[src/rtl/spi_cmd_pkg.sv]
// Shared opcodes, FSM state encoding, status-byte layout and frame-length decode
// for the SPI command controller.
package spi_cmd_pkg;

    localparam logic [7:0] OP_NOP        = 8'h00;
    localparam logic [7:0] OP_READ       = 8'h01;
    localparam logic [7:0] OP_WRITE      = 8'h02;
    localparam logic [7:0] OP_READ_NEXT  = 8'h03;
    localparam logic [7:0] OP_WRITE_NEXT = 8'h04;

    typedef enum logic [1:0] {
        IDLE = 2'd0,
        REQ  = 2'd1,
        DONE = 2'd2
    } state_t;

    localparam int STAT_BUSY_BIT = 7;
    localparam int STAT_ERR_BIT  = 6;

    // Unknown opcodes still report one byte so the buffer never waits forever.
    function automatic logic [2:0] frame_len(input logic [7:0] op);
        case (op)
            OP_READ:       return 3'd3;
            OP_WRITE:      return 3'd4;
            OP_WRITE_NEXT: return 3'd2;
            default:       return 3'd1;
        endcase
    endfunction

endpackage

[src/rtl/spi_cmd_ctrl_sync2.sv]
// Single-bit multi-flop synchronizer with a selectable reset level.
module sync2 #(
    parameter int   STAGES    = 2,
    parameter logic RESET_VAL = 1'b0
) (
    input  logic clk,
    input  logic reset,
    input  logic i_d,
    output logic o_q
);

    logic [STAGES-1:0] r_sync;

    always_ff @(posedge clk or posedge reset) begin
        if (reset) begin
            r_sync <= {STAGES{RESET_VAL}};
        end else begin
            r_sync <= {r_sync[STAGES-2:0], i_d};
        end
    end

    assign o_q = r_sync[STAGES-1];

endmodule

[src/rtl/spi_cmd_ctrl.sv]
// Sequences the SPI byte buffer: decodes each completed frame into one bus
// read or write and presents read data and status for the following frame.
module spi_cmd_ctrl
    import spi_cmd_pkg::*;
#(
    parameter int ADDR_WIDTH  = 16,
    parameter int SYNC_STAGES = 2
) (
    input  logic                  clk,
    input  logic                  reset,
    input  logic                  spi_cs_n,
    input  logic                  spi_valid,
    input  logic [3:0][7:0]       spi_rx,
    output logic [2:0]            spi_length,
    output logic [3:0][7:0]       spi_tx,
    output logic                  spi_buf_reset,
    output logic [ADDR_WIDTH-1:0] bus_addr,
    output logic [7:0]            bus_wdata,
    output logic                  bus_we,
    output logic                  bus_req,
    input  logic [7:0]            bus_rdata,
    input  logic                  bus_ack,
    output logic                  busy
);

    logic                  w_valid_sync;
    logic                  w_cs_sync;
    logic                  w_valid_rise;
    logic [15:0]           w_next16;
    logic [7:0]            w_status;

    state_t                r_state;
    logic                  r_valid_d;
    logic                  r_buf_reset;
    logic [ADDR_WIDTH-1:0] r_bus_addr;
    logic [7:0]            r_bus_wdata;
    logic                  r_bus_we;
    logic                  r_bus_req;
    logic [ADDR_WIDTH-1:0] r_next_addr;
    logic [7:0]            r_rd_data;
    logic                  r_err;
    logic [2:0]            r_last_op;

    sync2 #(
        .STAGES    (SYNC_STAGES),
        .RESET_VAL (1'b0)
    ) u_sync_valid (
        .clk   (clk),
        .reset (reset),
        .i_d   (spi_valid),
        .o_q   (w_valid_sync)
    );

    // cs_n idles high, so its synchronizer resets to the deselected level.
    sync2 #(
        .STAGES    (SYNC_STAGES),
        .RESET_VAL (1'b1)
    ) u_sync_cs (
        .clk   (clk),
        .reset (reset),
        .i_d   (spi_cs_n),
        .o_q   (w_cs_sync)
    );

    assign w_valid_rise = w_valid_sync & ~r_valid_d;
    assign spi_length   = frame_len(spi_rx[0]);

    always_ff @(posedge clk or posedge reset) begin
        if (reset) begin
            r_valid_d   <= 1'b0;
            r_buf_reset <= 1'b1;
        end else begin
            r_valid_d   <= w_valid_sync;
            r_buf_reset <= w_cs_sync | (r_state != IDLE);
        end
    end

    // A frame is decoded in the same cycle valid_rise is seen; bus outputs
    // are loaded directly so they are stable for the whole REQ state.
    always_ff @(posedge clk or posedge reset) begin
        if (reset) begin
            r_state     <= IDLE;
            r_bus_addr  <= '0;
            r_bus_wdata <= 8'h00;
            r_bus_we    <= 1'b0;
            r_bus_req   <= 1'b0;
            r_next_addr <= '0;
            r_rd_data   <= 8'h00;
            r_err       <= 1'b0;
            r_last_op   <= 3'd0;
        end else begin
            case (r_state)
                IDLE: begin
                    if (w_valid_rise) begin
                        r_last_op <= spi_rx[0][2:0];
                        case (spi_rx[0])
                            OP_NOP: begin
                                r_err   <= 1'b0;
                                r_state <= DONE;
                            end
                            OP_READ: begin
                                r_bus_addr <= ADDR_WIDTH'({spi_rx[1], spi_rx[2]});
                                r_bus_we   <= 1'b0;
                                r_bus_req  <= 1'b1;
                                r_state    <= REQ;
                            end
                            OP_WRITE: begin
                                r_bus_addr  <= ADDR_WIDTH'({spi_rx[1], spi_rx[2]});
                                r_bus_wdata <= spi_rx[3];
                                r_bus_we    <= 1'b1;
                                r_bus_req   <= 1'b1;
                                r_state     <= REQ;
                            end
                            OP_READ_NEXT: begin
                                r_bus_addr <= r_next_addr;
                                r_bus_we   <= 1'b0;
                                r_bus_req  <= 1'b1;
                                r_state    <= REQ;
                            end
                            OP_WRITE_NEXT: begin
                                r_bus_addr  <= r_next_addr;
                                r_bus_wdata <= spi_rx[1];
                                r_bus_we    <= 1'b1;
                                r_bus_req   <= 1'b1;
                                r_state     <= REQ;
                            end
                            default: begin
                                r_err   <= 1'b1;
                                r_state <= DONE;
                            end
                        endcase
                    end
                end
                REQ: begin
                    if (bus_ack) begin
                        r_bus_req   <= 1'b0;
                        r_next_addr <= r_bus_addr + ADDR_WIDTH'(1);
                        if (!r_bus_we) begin
                            r_rd_data <= bus_rdata;
                        end
                        r_state <= DONE;
                    end
                end
                DONE: begin
                    if (w_cs_sync) begin
                        r_state <= IDLE;
                    end
                end
                default: r_state <= IDLE;
            endcase
        end
    end

    assign w_next16 = 16'(r_next_addr);

    always_comb begin
        w_status                = 8'h00;
        w_status[STAT_BUSY_BIT] = r_bus_req;
        w_status[STAT_ERR_BIT]  = r_err;
        w_status[2:0]           = r_last_op;
    end

    assign spi_tx[0]     = r_rd_data;
    assign spi_tx[1]     = w_status;
    assign spi_tx[2]     = w_next16[15:8];
    assign spi_tx[3]     = w_next16[7:0];

    assign spi_buf_reset = r_buf_reset;
    assign bus_addr      = r_bus_addr;
    assign bus_wdata     = r_bus_wdata;
    assign bus_we        = r_bus_we;
    assign bus_req       = r_bus_req;
    assign busy          = r_bus_req;

endmodule

[config.mk]
export PLATFORM = sky130hd
export DESIGN_NAME = spi_cmd_ctrl
export DESIGN_NICKNAME = d
export VERILOG_FILES = /design/src/rtl/spi_cmd_pkg.sv /design/src/rtl/spi_cmd_ctrl_sync2.sv /design/src/rtl/spi_cmd_ctrl.sv
export SDC_FILE = /design/constraint.sdc
export NUM_CORES = 1
export LEC_CHECK = 0
export ABC_CLOCK_PERIOD_IN_PS = 6100
export CAP_MARGIN = 20
export CORE_MARGIN = 3
export CORE_UTILIZATION = 48
export DETAILED_ROUTE_END_ITERATION = 10
export PLACE_DENSITY = 0.86
export SLEW_MARGIN = 20
export SYNTH_ARGS = -nofsm -noshare
export SYNTH_HDL_FRONTEND = slang
export SYNTH_SLANG_ARGS = --single-unit
[constraint.sdc]
create_clock -name clk -period 6.1 [get_ports clk]
set_input_delay 1.22 -clock clk [delete_from_list [all_inputs] [get_ports clk]]
set_output_delay 1.22 -clock clk [all_outputs]
set_load 0.05 [all_outputs]
==> summary by stage <==
Clocking
Hold repair after CTS inserted 0 buffers. Buffers added to address setup during post-CTS repair amount to 0. The number of buffers on the longest clock path is 2. In this run, CTS created clock tree buffers numbering 9.

For the worst-skew pair, the clock arrives at the later sink with an insertion delay of 0.34 ns. The tree is rooted in a sky130_fd_sc_hd__clkbuf_8. The number of instances resized during post-cts repair is 0. The number of H-tree levels is 3. The number of clock sinks seen by CTS is 62. The TritonCTS clock tree is done.

The clock-pin slew on the worst setup and hold paths is approximately 0.060 ns.

STA
Setup violations remaining at the end of the flow were counted as 0. The number of failing hold endpoints at the final stage came to 0. For the pin with the worst max-slew slack, the measured transition is 0.824 ns. The portion of the clock cycle consumed by the worst path in the final layout is 75.7%. Clock skew on the completed layout was measured at between 0.007 and 0.008 ns. The worst path needs 4.62 ns of the cycle, external delays included. The fmax is about 220 MHz. Setup total negative slack on the finished layout was measured at 0 ns.

Headroom to the max-slew limit came out at about 45%. Setup repair after global routing left no endpoint under its margin. The count of final max-slew check failures is 0.

Synthesis
Of the post-synthesis cell area, the dominant cell type holds 50.0%. Counting distinct cell types in the post-synthesis netlist gives 38. The cell type with the largest total area after synthesis is sky130_fd_sc_hd__dfrtp_1. The cell count after synthesis came out at between 200 and 300.

The netlist area before placement is just under 3000 µm². Yosys mapped a number of flops with a built-in enable equal to 0. The leading register cell type out of synthesis is sky130_fd_sc_hd__dfrtp_1. Of all flip-flops after synthesis, the portion carrying an async set or reset was 100%. Yosys attributes the largest share of cell area to sky130_fd_sc_hd__dfrtp_1 (50%), sky130_fd_sc_hd__mux2_2 (11%), sky130_fd_sc_hd__o21bai_1 (3.8%).

The synthesis-stage register bit count is between 60 and 70. In this run the mean area of a mapped cell was 11.7 µm². Yosys printed 0 warnings.

The part of the Yosys area used for sequential elements is 52.7%.

Die
The vertical die dimension is 84.4 µm. The standard-cell row count is 27. The number of primary I/O pins is 108.

The width of the chip is 84.4 µm. The die covers between 7000 and 8000 µm². The initial utilization of the core area, before any placement, comes to 51.7%. The area inside the core boundary is 5710 µm².

GRT
In the global route stage, overall resource usage came out at 22.3%. The global-route wire length before repair is 12.3 mm. The number of antenna violations at the first check in global routing is 0. Entering global routing, the biggest net connects between 60 and 70 pins. The number of global-route vias before repair is 2426. The total congestion overflow is 0.

Critical path
The number of buffers and inverters on the critical path is 2. The class of the most critical setup path is in2out. The critical path's top delay family is buffers and inverters.

The critical path goes through clkdlybuf4s50_1 -> nor3_1 -> nand2_1 -> nor3b_1 -> clkdlybuf4s50_1. The largest stage delay on the critical path is between 0.8 and 0.9 ns. The cell occurring most often along the worst timing path is sky130_fd_sc_hd__clkdlybuf4s50_1. Data on the critical path arrives at its endpoint at 3.40 ns.

The endpoint of the most critical register-to-register path is bus_addr[7]. Counting cells, the worst reg-to-reg path comes to 4. The worst setup slack for register-to-register paths is 3.37 ns. The endpoint type of the worst setup path is an output port.

STA classifies the critical path startpoint as a primary input. Among all stages on the critical path, the largest delay is contributed by sky130_fd_sc_hd__clkdlybuf4s50_1. STA puts the critical path data required time at a little under 5 ns.

Along the worst path, the maximum fanout reaches 5. The startpoint identified for the worst register-to-register timing path is r_state[0].

Power
The share of power burned in the clock network is a little under a third. The sequential cell fraction of total power is 43.6%. The proportion of total power due to net switching is 31.2%. The total chip power is 1090 µW.

The maximum ir drop on the vdd rail is approximately 0.23 mV. Cell internal power was estimated by the tool at 748 µW. The total power per unit cell area is ~260 nW/µm². Summed over all nets, the switching power comes to 339 µW. The logic gate share of total power is about a quarter. For this design the static power due to leakage is 0.00170 µW.

Final layout
In the final layout, the share of cells above drive strength 1 is between 10% and 20%. The antenna diode count is 0. The final net count is between 300 and 400. The area growth from synthesis to layout is 41.7%. After filler insertion, the fill cell instance count of the layout stands at roughly 420.

Drt
For this block, the via count after detailed routing is 2352. The detailed-router iteration count before antenna repair is 4. The count of nets left with antenna violations once routing finished came out at 0.

In this run, the number of DRC markers left after iteration 0 of detailed routing was roughly 120. The final layout contains routed wiring with a total length of 7.56 mm. The mean number of vias per cell is 5.48. The routed wirelength normalized by instance count is 17.6 µm. The remaining design rule violation count is 0.

Place
The wire-length estimate of the detail-placed layout is 5.32 mm. The congestion estimate from routability-driven global placement came to about 0.79. The count of buffers added on input and output ports is 104.

Worst hold path
The worst hold path passes through 0 cells. The launch point of the worst hold path is u_sync_cs.r_sync[0]. The min-delay analysis places its worst path in the category reg2reg.

The worst hold path terminates at u_sync_cs.r_sync[1].

Job
Across the run, the number of max-cap violations was 0.

Run status
The flow ran to the end, and the final reports show no timing, DRC or antenna violations.
-- registers in the layout, summed over array words and instances (netlist names) --
name / cells
r_valid_d: 1
r_next_addr: 16
r_state: 2
spi_buf_reset: 1
r_last_op: 3
bus_req: 1
u_sync_cs.r_sync: 2
bus_we: 1
r_err: 1
bus_addr: 16
u_sync_valid.r_sync: 2
r_rd_data: 8
bus_wdata: 8
-- kinds of logic after synthesis --
group / after synthesis / share of synthesized area [%]
compound gates: 55 / 14.4
fa+ha+maj: 1 / 0.424
other cells: 1 / 0.127
mux: 28 / 10.7
xor+xnor: 18 / 5.34
flops: 62 / 52.7
buf+inv: 24 / 4.45
simple gates: 64 / 11.9
-- power by group through the flow --
stage,Sequential (µW),Combinational [µW],Clock (µW)
2_1_floorplan,568,82.5,0
3_3_place_gp,479,271,0
3_5_place_dp,481,275,0
4_1_cts,474,276,346
5_1_grt,479,288,370
6_report,474,274,339
-- cell usage after synthesis, types with 7 or more instances --
cell type / n
sky130_fd_sc_hd__dfrtp_1: 59
sky130_fd_sc_hd__mux2_2: 28
sky130_fd_sc_hd__nand2_1: 22
sky130_fd_sc_hd__o21ai_0: 19
sky130_fd_sc_hd__o21bai_1: 15
sky130_fd_sc_hd__xnor2_1: 12
sky130_fd_sc_hd__o221a_1: 10
sky130_fd_sc_hd__buf_4: 7
sky130_fd_sc_hd__clkbuf_1: 7
sky130_fd_sc_hd__nand3_1: 7
-- routing by layer --
layer  vias up  global-route usage, %  wire length [µm]
li1       1115                      -                 -
met1      1146                   27.1              3140
met2        86                   38.2              3850
met3         5                   7.36               507
met4         0                   6.04                57
met5         -                      0                 0
-- through the flow --
step                area [µm²]  std cells  setup WS, ns  hold WS (ns)  utilization (%)
finish                    4180        429          1.48         0.355             73.2
global route              4180        429          1.34         0.363             73.2
CTS                       4180        429          1.52         0.357             73.2
detailed placement        3990        413          1.53         0.348             69.9
global placement          3990        413          1.71         0.337             69.9
floorplan                 2960        255          2.02         0.331                -
-- layout by cell type, fill, tap and decap left out, types with 2 or more instances in the layout --
| master | Yosys | final |
|---|---|---|
| sky130_fd_sc_hd__inv_1 | 3 | 2 |
| sky130_fd_sc_hd__xor2_1 | 6 | 6 |
| sky130_fd_sc_hd__or3_1 | 2 | 2 |
| sky130_fd_sc_hd__dfrtp_1 | 59 | 59 |
| sky130_fd_sc_hd__conb_1 | 1 | 3 |
| sky130_fd_sc_hd__clkbuf_1 | 7 | 3 |
| sky130_fd_sc_hd__nand4_1 | 5 | 5 |
| sky130_fd_sc_hd__nor4_1 | 5 | 5 |
| sky130_fd_sc_hd__nor2_1 | 6 | 6 |
| sky130_fd_sc_hd__a21oi_1 | 2 | 2 |
| sky130_fd_sc_hd__nand3_1 | 7 | 7 |
| sky130_fd_sc_hd__o21ai_0 | 19 | 19 |
| sky130_fd_sc_hd__xnor2_1 | 12 | 12 |
| sky130_fd_sc_hd__mux2_2 | 28 | 28 |
| sky130_fd_sc_hd__dfstp_2 | 3 | 3 |
| sky130_fd_sc_hd__nand2_1 | 22 | 22 |
| sky130_fd_sc_hd__buf_4 | 7 | 3 |
| sky130_fd_sc_hd__o221a_1 | 10 | 10 |
| sky130_fd_sc_hd__o221a_2 | 6 | 6 |
| sky130_fd_sc_hd__clkdlybuf4s50_1 | 0 | 104 |
| sky130_fd_sc_hd__nor3_1 | 4 | 4 |
| sky130_fd_sc_hd__o21bai_1 | 15 | 15 |
| sky130_fd_sc_hd__nand2b_1 | 3 | 3 |
| sky130_fd_sc_hd__clkbuf_8 | 0 | 13 |
-- area by class of cell --
type / instances / area [µm²] / share of cell area [%]
clock buffer: 16 / 190 / 4.55
tap: 72 / 90.1 / 2.15
inverter: 3 / 11.3 / 0.269
multi-input combinational: 169 / 1270 / 30.4
timing repair buffer: 107 / 1060 / 25.4
sequential: 62 / 1560 / 37.2
-- how the worst max path moves through the flow --
stage                          from       endpoint  cells past startpoint
after floorplan           spi_rx[3]  spi_length[2]                      3
after global placement    spi_rx[3]  spi_length[2]                      5
after detailed placement  spi_rx[5]  spi_length[2]                      5
after CTS                 spi_rx[3]  spi_length[2]                      5
after global routing      spi_rx[3]  spi_length[2]                      5
final                     spi_rx[5]  spi_length[2]                      5
(Power assumes the default switching activity.)
